[src/rtl/if_prefetch_unit.sv]
// -----------------------------------------------------------------------------
// if_prefetch_unit
//
// Instruction-fetch stage for a 5-stage RV32I pipeline. It owns the fetch PC,
// issues in-order word requests to instruction memory and buffers the
// returned words in a DEPTH-entry prefetch queue. The queue head is offered
// to decode as {pc, npc, ir} with a valid/ready handshake.
//
// A redirect from EX flushes the queue, reloads the fetch PC and counts the
// responses still in flight so they are discarded when they arrive.
//
// Optional feature macro: IF_MISALIGN_TRAP_EN
//   defined   : a redirect to a non-word-aligned target enters FAULT and raises
//               the sticky fetch_fault flag until rst or an aligned redirect.
//   undefined : the low two target bits are ignored; fetch_fault is always 0.
//
// Ports
//   clk            in   rising-edge clock
//   rst            in   synchronous reset, active-high
//   imem_req_valid out  fetch request valid
//   imem_req_addr  out  word-aligned fetch address
//   imem_req_ready in   memory accepts the request this cycle
//   imem_rsp_valid in   in-order response valid
//   imem_rsp_data  in   fetched instruction word
//   redirect_valid in   EX-stage control transfer (one-cycle pulse)
//   redirect_pc    in   control-transfer target
//   id_valid       out  queue head valid towards decode
//   id_ready       in   decode consumes the head this cycle
//   id_pc          out  PC of the head instruction
//   id_npc         out  id_pc + 4
//   id_ir          out  head instruction word
//   fetch_fault    out  misaligned redirect seen (trap build only)
// -----------------------------------------------------------------------------
module if_prefetch_unit #(
    parameter int                    DATA_WIDTH = 32,
    parameter int                    DEPTH      = 4,
    parameter logic [DATA_WIDTH-1:0] RESET_PC   = '0
) (
    input  logic                  clk,
    input  logic                  rst,
    output logic                  imem_req_valid,
    output logic [DATA_WIDTH-1:0] imem_req_addr,
    input  logic                  imem_req_ready,
    input  logic                  imem_rsp_valid,
    input  logic [DATA_WIDTH-1:0] imem_rsp_data,
    input  logic                  redirect_valid,
    input  logic [DATA_WIDTH-1:0] redirect_pc,
    output logic                  id_valid,
    input  logic                  id_ready,
    output logic [DATA_WIDTH-1:0] id_pc,
    output logic [DATA_WIDTH-1:0] id_npc,
    output logic [DATA_WIDTH-1:0] id_ir,
    output logic                  fetch_fault
);

    localparam int PW = $clog2(DEPTH);
    localparam int CW = PW + 1;
    localparam logic [CW:0]           DEPTH_LIM = (CW+1)'(DEPTH);
    localparam logic [DATA_WIDTH-1:0] WORD_STEP = DATA_WIDTH'(4);

    typedef enum logic [1:0] {
        RUN   = 2'd0,
        DROP  = 2'd1,
        FAULT = 2'd2
    } state_t;

    state_t                state, state_nxt;

    logic [DATA_WIDTH-1:0] fetch_pc;
    // PC of the oldest response that will be kept; it tags words on push.
    logic [DATA_WIDTH-1:0] rsp_pc;

    logic [DATA_WIDTH-1:0] q_pc [DEPTH];
    logic [DATA_WIDTH-1:0] q_ir [DEPTH];
    logic [PW-1:0]         rd_ptr, wr_ptr;
    logic [CW-1:0]         count;
    logic [CW-1:0]         outstanding;
    logic [CW-1:0]         drop_cnt;

    logic [CW:0]           in_use;
    logic [CW-1:0]         drop_load;
    logic [DATA_WIDTH-1:0] redirect_target;
    logic                  req_fire;
    logic                  rsp_discard;
    logic                  push;
    logic                  pop;
    logic                  misaligned;

    // ------------------------------------------------------------------
    // Request side: one credit per queue slot, counting words already
    // buffered plus words still on their way back from memory.
    // ------------------------------------------------------------------
    assign in_use         = {1'b0, count} + {1'b0, outstanding};
    assign imem_req_valid = !rst && (state != FAULT) && (in_use < DEPTH_LIM);
    assign imem_req_addr  = fetch_pc;
    assign req_fire       = imem_req_valid && imem_req_ready;

    // ------------------------------------------------------------------
    // Response side. A word arriving in the redirect cycle belongs to the
    // old stream and is discarded along with the counted stale ones.
    // ------------------------------------------------------------------
    assign rsp_discard = (drop_cnt != '0) || (state == FAULT) || redirect_valid;
    assign push        = imem_rsp_valid && !rsp_discard;

    // ------------------------------------------------------------------
    // Decode side. Outputs read as zero while the queue is empty so the
    // unreset queue storage never leaks onto id_*.
    // ------------------------------------------------------------------
    assign id_valid = (count != '0) && (state != FAULT);
    assign pop      = id_valid && id_ready && !redirect_valid;
    assign id_pc    = id_valid ? q_pc[rd_ptr] : '0;
    assign id_npc   = id_valid ? q_pc[rd_ptr] + WORD_STEP : '0;
    assign id_ir    = id_valid ? q_ir[rd_ptr] : '0;

    // Responses still owed by memory after this cycle; all of them are stale
    // once a redirect is taken.
    assign drop_load       = outstanding + CW'(req_fire) - CW'(imem_rsp_valid);
    assign redirect_target = {redirect_pc[DATA_WIDTH-1:2], 2'b00};

`ifdef IF_MISALIGN_TRAP_EN
    assign misaligned  = redirect_valid && (redirect_pc[1:0] != 2'b00);
    assign fetch_fault = (state == FAULT);
`else
    logic unused_pc_lsbs;
    assign unused_pc_lsbs = ^redirect_pc[1:0];
    assign misaligned     = 1'b0;
    assign fetch_fault    = 1'b0;
`endif

    // ------------------------------------------------------------------
    // Next-state logic
    // ------------------------------------------------------------------
    // NOTE: every signal written here gets a default first, so no path can
    // leave it unassigned and infer a latch.
    always_comb begin
        state_nxt = state;
        if (redirect_valid) begin
            if (misaligned) begin
                state_nxt = FAULT;
            end else if (drop_load != '0) begin
                state_nxt = DROP;
            end else begin
                state_nxt = RUN;
            end
        end else begin
            case (state)
                DROP: begin
                    if (drop_cnt == '0 ||
                        (imem_rsp_valid && drop_cnt == CW'(1))) begin
                        state_nxt = RUN;
                    end
                end
                default: ;
            endcase
        end
    end

    // ------------------------------------------------------------------
    // Control state
    // ------------------------------------------------------------------
    // NOTE: sequential state uses non-blocking assignments so every register
    // samples the pre-edge values regardless of statement order.
    always_ff @(posedge clk) begin
        if (rst) begin
            state       <= RUN;
            fetch_pc    <= RESET_PC;
            rsp_pc      <= RESET_PC;
            rd_ptr      <= '0;
            wr_ptr      <= '0;
            count       <= '0;
            outstanding <= '0;
            drop_cnt    <= '0;
        end else begin
            state       <= state_nxt;
            outstanding <= drop_load;

            if (redirect_valid) begin
                fetch_pc <= redirect_target;
            end else if (req_fire) begin
                fetch_pc <= fetch_pc + WORD_STEP;
            end

            if (redirect_valid) begin
                rsp_pc <= redirect_target;
            end else if (push) begin
                rsp_pc <= rsp_pc + WORD_STEP;
            end

            if (redirect_valid) begin
                drop_cnt <= drop_load;
            end else if (imem_rsp_valid && drop_cnt != '0) begin
                drop_cnt <= drop_cnt - CW'(1);
            end

            if (redirect_valid) begin
                rd_ptr <= '0;
                wr_ptr <= '0;
                count  <= '0;
            end else begin
                if (push) begin
                    wr_ptr <= wr_ptr + PW'(1);
                end
                if (pop) begin
                    rd_ptr <= rd_ptr + PW'(1);
                end
                count <= count + CW'(push) - CW'(pop);
            end
        end
    end

    // ------------------------------------------------------------------
    // Queue storage
    // ------------------------------------------------------------------
    // NOTE: the queue array carries no reset; count gates every read, so
    // stale contents are never observed and the storage can map to plain
    // registers or RAM without reset wiring.
    always_ff @(posedge clk) begin
        if (push) begin
            q_pc[wr_ptr] <= rsp_pc;
            q_ir[wr_ptr] <= imem_rsp_data;
        end
    end

endmodule

[config.mk]
export PLATFORM = sky130hd
export DESIGN_NAME = if_prefetch_unit
export DESIGN_NICKNAME = d
export VERILOG_FILES = /design/src/rtl/if_prefetch_unit.sv
export SDC_FILE = /design/constraint.sdc
export NUM_CORES = 1
export LEC_CHECK = 0
export CAP_MARGIN = 40
export CORE_AREA = 2 2 206 208
export CTS_CLUSTER_SIZE = 14
export DETAILED_ROUTE_END_ITERATION = 8
export DIE_AREA = 0 0 208 210
export MAX_ROUTING_LAYER = met4
export PLACE_DENSITY = 0.62
export SYNTH_ARGS = -nofsm -noshare
export SYNTH_HDL_FRONTEND = slang
export SYNTH_SLANG_ARGS = --single-unit
[constraint.sdc]
create_clock -name clk -period 4.56 [get_ports clk]
set_input_delay 1.368 -clock clk [delete_from_list [all_inputs] [get_ports clk]]
set_output_delay 1.368 -clock clk [all_outputs]
set_load 0.05 [all_outputs]
==> key figures <==
Status
  • Status: completed

Die
  • Io pins: 201
  • Die width: 208 um
  • Starting Density: 0.345
  • Row count: 75
  • Die Y: 210 um
  • Die area: roughly 0.044 mm^2
  • Core Box Area: 0.0415 mm^2

CTS
  • TritonCTS clock tree: done
  • # clock sinks: 323
  • Clock root buffer master: clkbuf_16
  • Clock transition at the registers of the reported paths: about 0.060 ns
  • Clk_lat worst skew: 0.52 ns
  • Clk buf depth: 3
  • # H-tree levels: 2
  • TritonCTS Buffers: 35

STA
  • Worst-margin pin slew: 0.714 ns
  • Final setup fails: 0
  • Max_slew headroom: 0.524
  • Fin crit share: 0.979
  • RSZ-0062 raised after global routing: true
  • Setup_tns: 0 ns
  • Final Max Tran Viols: 0
  • Tightest hold margin: 0.493 ns
  • Tmin final: around 4.5 ns
  • Fmax: roughly 220 MHz
  • Final hold vios: 0
  • Worst Clk Skew: 0.0301 ns

Synth
  • Post-synth top area share: 0.520
  • Largest cells by area after synthesis: edfxtp_1, dfxtp_1, mux4_2, and2_1, xnor2_1
  • Post-synth top cells: edfxtp_1, dfxtp_1, and2_1
  • Synth warn: 0
  • Synth async-reset ratio: 0
  • Gate count of the mapped netlist: 1,011
  • Unique cell type count in the Yosys netlist: 57
  • Top_reg_cell synth: edfxtp_1
  • Sequential-to-total area share from yosys stat: 0.625
  • EDFF count, synth: 248
  • Post-synthesis register bit count: 323
  • Count leader, synth: edfxtp_1
  • Top cell type by total area after synthesis: edfxtp_1
  • Syn Area/Cell: 14.2 um^2
  • Mapped Area: 0.0143 mm^2

Critical path
  • Startpoint types: flip-flop
  • Critical path fanouts, max: 7
  • CP arrival: slightly above 3 ns
  • Reg-to-reg startpoint: count[2]$_SDFF_PP0_
  • Worst setup EP type: primary output
  • Worst path required time: 3.19 ns
  • CP Class: reg2out

Layout
  • Register area: 0.00896 mm^2
  • Fillers: between 3k and 4k
  • Final core utilization: 0.442
  • Multi-input logic area: 0.00494 mm^2
  • # nets final: about 1.3k
  • Post-route cell area: 0.0183 mm^2
  • Inserted Diodes: 0
  • Layout cell share with drive strength beyond 1: 0.190
  • Synth-to-Final Area Change: 28.1%

Global route
  • First-pass GRT wire length: between 50,000 and 60,000 um
  • Vias in the first global route: 8,885
  • Largest net degree at the start of global routing: 63
  • Total Routing Usage GR: 0.155
  • Initial antenna violation count: 0
  • GRT overflow: 0

Place
  • Placed cell area: ~0.017 mm^2
  • Post-detail-place hpwl: 22,700 um
  • GPL Wtd Cong: roughly 0.8
  • PortBufs: between 150 and 200

Power
  • P_leak: between 6 and 7 nW
  • Maximum VDD drop: 0.209 mV
  • PwrDens: 398 mW/mm^2
  • Power Total: 0.00729 W

Hold path
  • HP Class: reg2reg
  • Hold Path Origin: wr_ptr[1]$_SDFFE_PP0P_

Drt
  • Routed Antenna Nets: 0
  • DRT iter0 DRCs: 634
  • Vias per cell: 5.04
  • WL/cell: between 15 and 20 um
  • Routed WL: 33,600 um
  • DRC: 0
  • Pre-Repair DR Iteration Count: 5
  • DR vias: 9,014

Job
  • # Max-Cap Violations: 0
[power by group]
part / internal (W) / switching (W) / total [W]
Combinational: 0.000446 / 0.000694 / 0.00114
Sequential: 0.00333 / 0.0000960 / 0.00342
Clock: 0.00162 / 0.00110 / 0.00273
Total: 0.00540 / 0.00189 / 0.00729
[kinds of logic after synthesis]
family,Yosys count,synth area share
AOI/OAI and AO/OA,118,0.0553
other,1,0.000262
xor gates and xnor gates,57,0.0349
adders and majority gates,17,0.0159
muxes,75,0.111
DFF,323,0.625
buffers and inverters,112,0.0355
and+or+nand+nor,308,0.123
[critical path, stage by stage (launching register included)]
cell	delay, ns
dfxtp_4	0.39
buf_4	0.17
buf_4	0.16
mux4_2	0.40
nand2_2	0.08
or4_4	0.55
nor4_4	0.28
mux2_1	0.34
buf_4	0.19
[worst paths after layout]
check                                                 to  slack [ns]  cells after the start
worst min register to register    wr_ptr[1]$_SDFFE_PP0P_        0.49                      2
worst max-delay path                          id_npc[31]        0.09                      8
worst max register to register  drop_cnt[2]$_SDFFE_PP0P_        1.62                     12
worst min-delay path              wr_ptr[1]$_SDFFE_PP0P_        0.49                      2
[final cells by class]
| class | count | area share |
|---|---|---|
| Clock inverter | 14 | 0.00853 |
| Multi-Input combinational cell | 582 | 0.269 |
| Tap cell | 539 | 0.0368 |
| Clock buffer | 47 | 0.0514 |
| Inverter | 51 | 0.0104 |
| Timing Repair Buffer | 233 | 0.135 |
| Sequential cell | 323 | 0.488 |
[timing repair]
item | 4_1_cts | 5_1_grt
hold buffers | 0 | 0
resized for setup | 4 | 15
pin swaps | 0 | 1
buffers inserted | 6 | 2
setup endpoints to repair | 33 | 10
[placed cells by master, fill, tap and decap left out, types with 6 or more instances in the layout]
master	instances
a211oi_1	8
a21boi_0	32
a21oi_1	29
a31oi_1	7
and2_1	66
and3_1	12
and4_1	10
buf_12	31
buf_4	65
clkbuf_1	11
clkbuf_16	36
clkdlybuf4s50_1	137
clkinv_2	6
conb_1	7
dfxtp_1	73
edfxtp_1	248
ha_1	15
inv_1	51
mux2_2	10
mux4_1	6
mux4_2	56
nand2_1	39
nand3_1	20
nand4_1	20
nor2_1	52
nor3_1	19
nor4_1	16
o21a_1	7
o21ai_0	10
o31a_1	12
or3_1	12
xnor2_1	46
xor2_1	11
[metrics by stage]
step	worst slack (ns)	std cells
5_1_grt	-0.0255	1789
4_1_cts	0.00460	1787
3_3_place_gp	0.328	1720
2_1_floorplan	0.234	1017
6_report	0.0943	1789
3_5_place_dp	0.337	1720
[per-layer routing]
metal  GRT usage  up-vias  share of wire
met5           -        -              0
met4      0.0323        0          0.015
met3      0.0299       35          0.060
met2       0.228      291           0.44
met1       0.224     4446           0.48
li1            -     4242              -
[flip-flops by register name, indices dropped and copies added (netlist names), named ones only]
register / cells
rsp_pc: 30
drop_cnt: 3
outstanding: 3
count: 3
q_pc: 120
q_ir: 128
rd_ptr: 2
wr_ptr: 2
imem_req_addr: 30
Note: power is estimated with default switching activity, not from simulation.
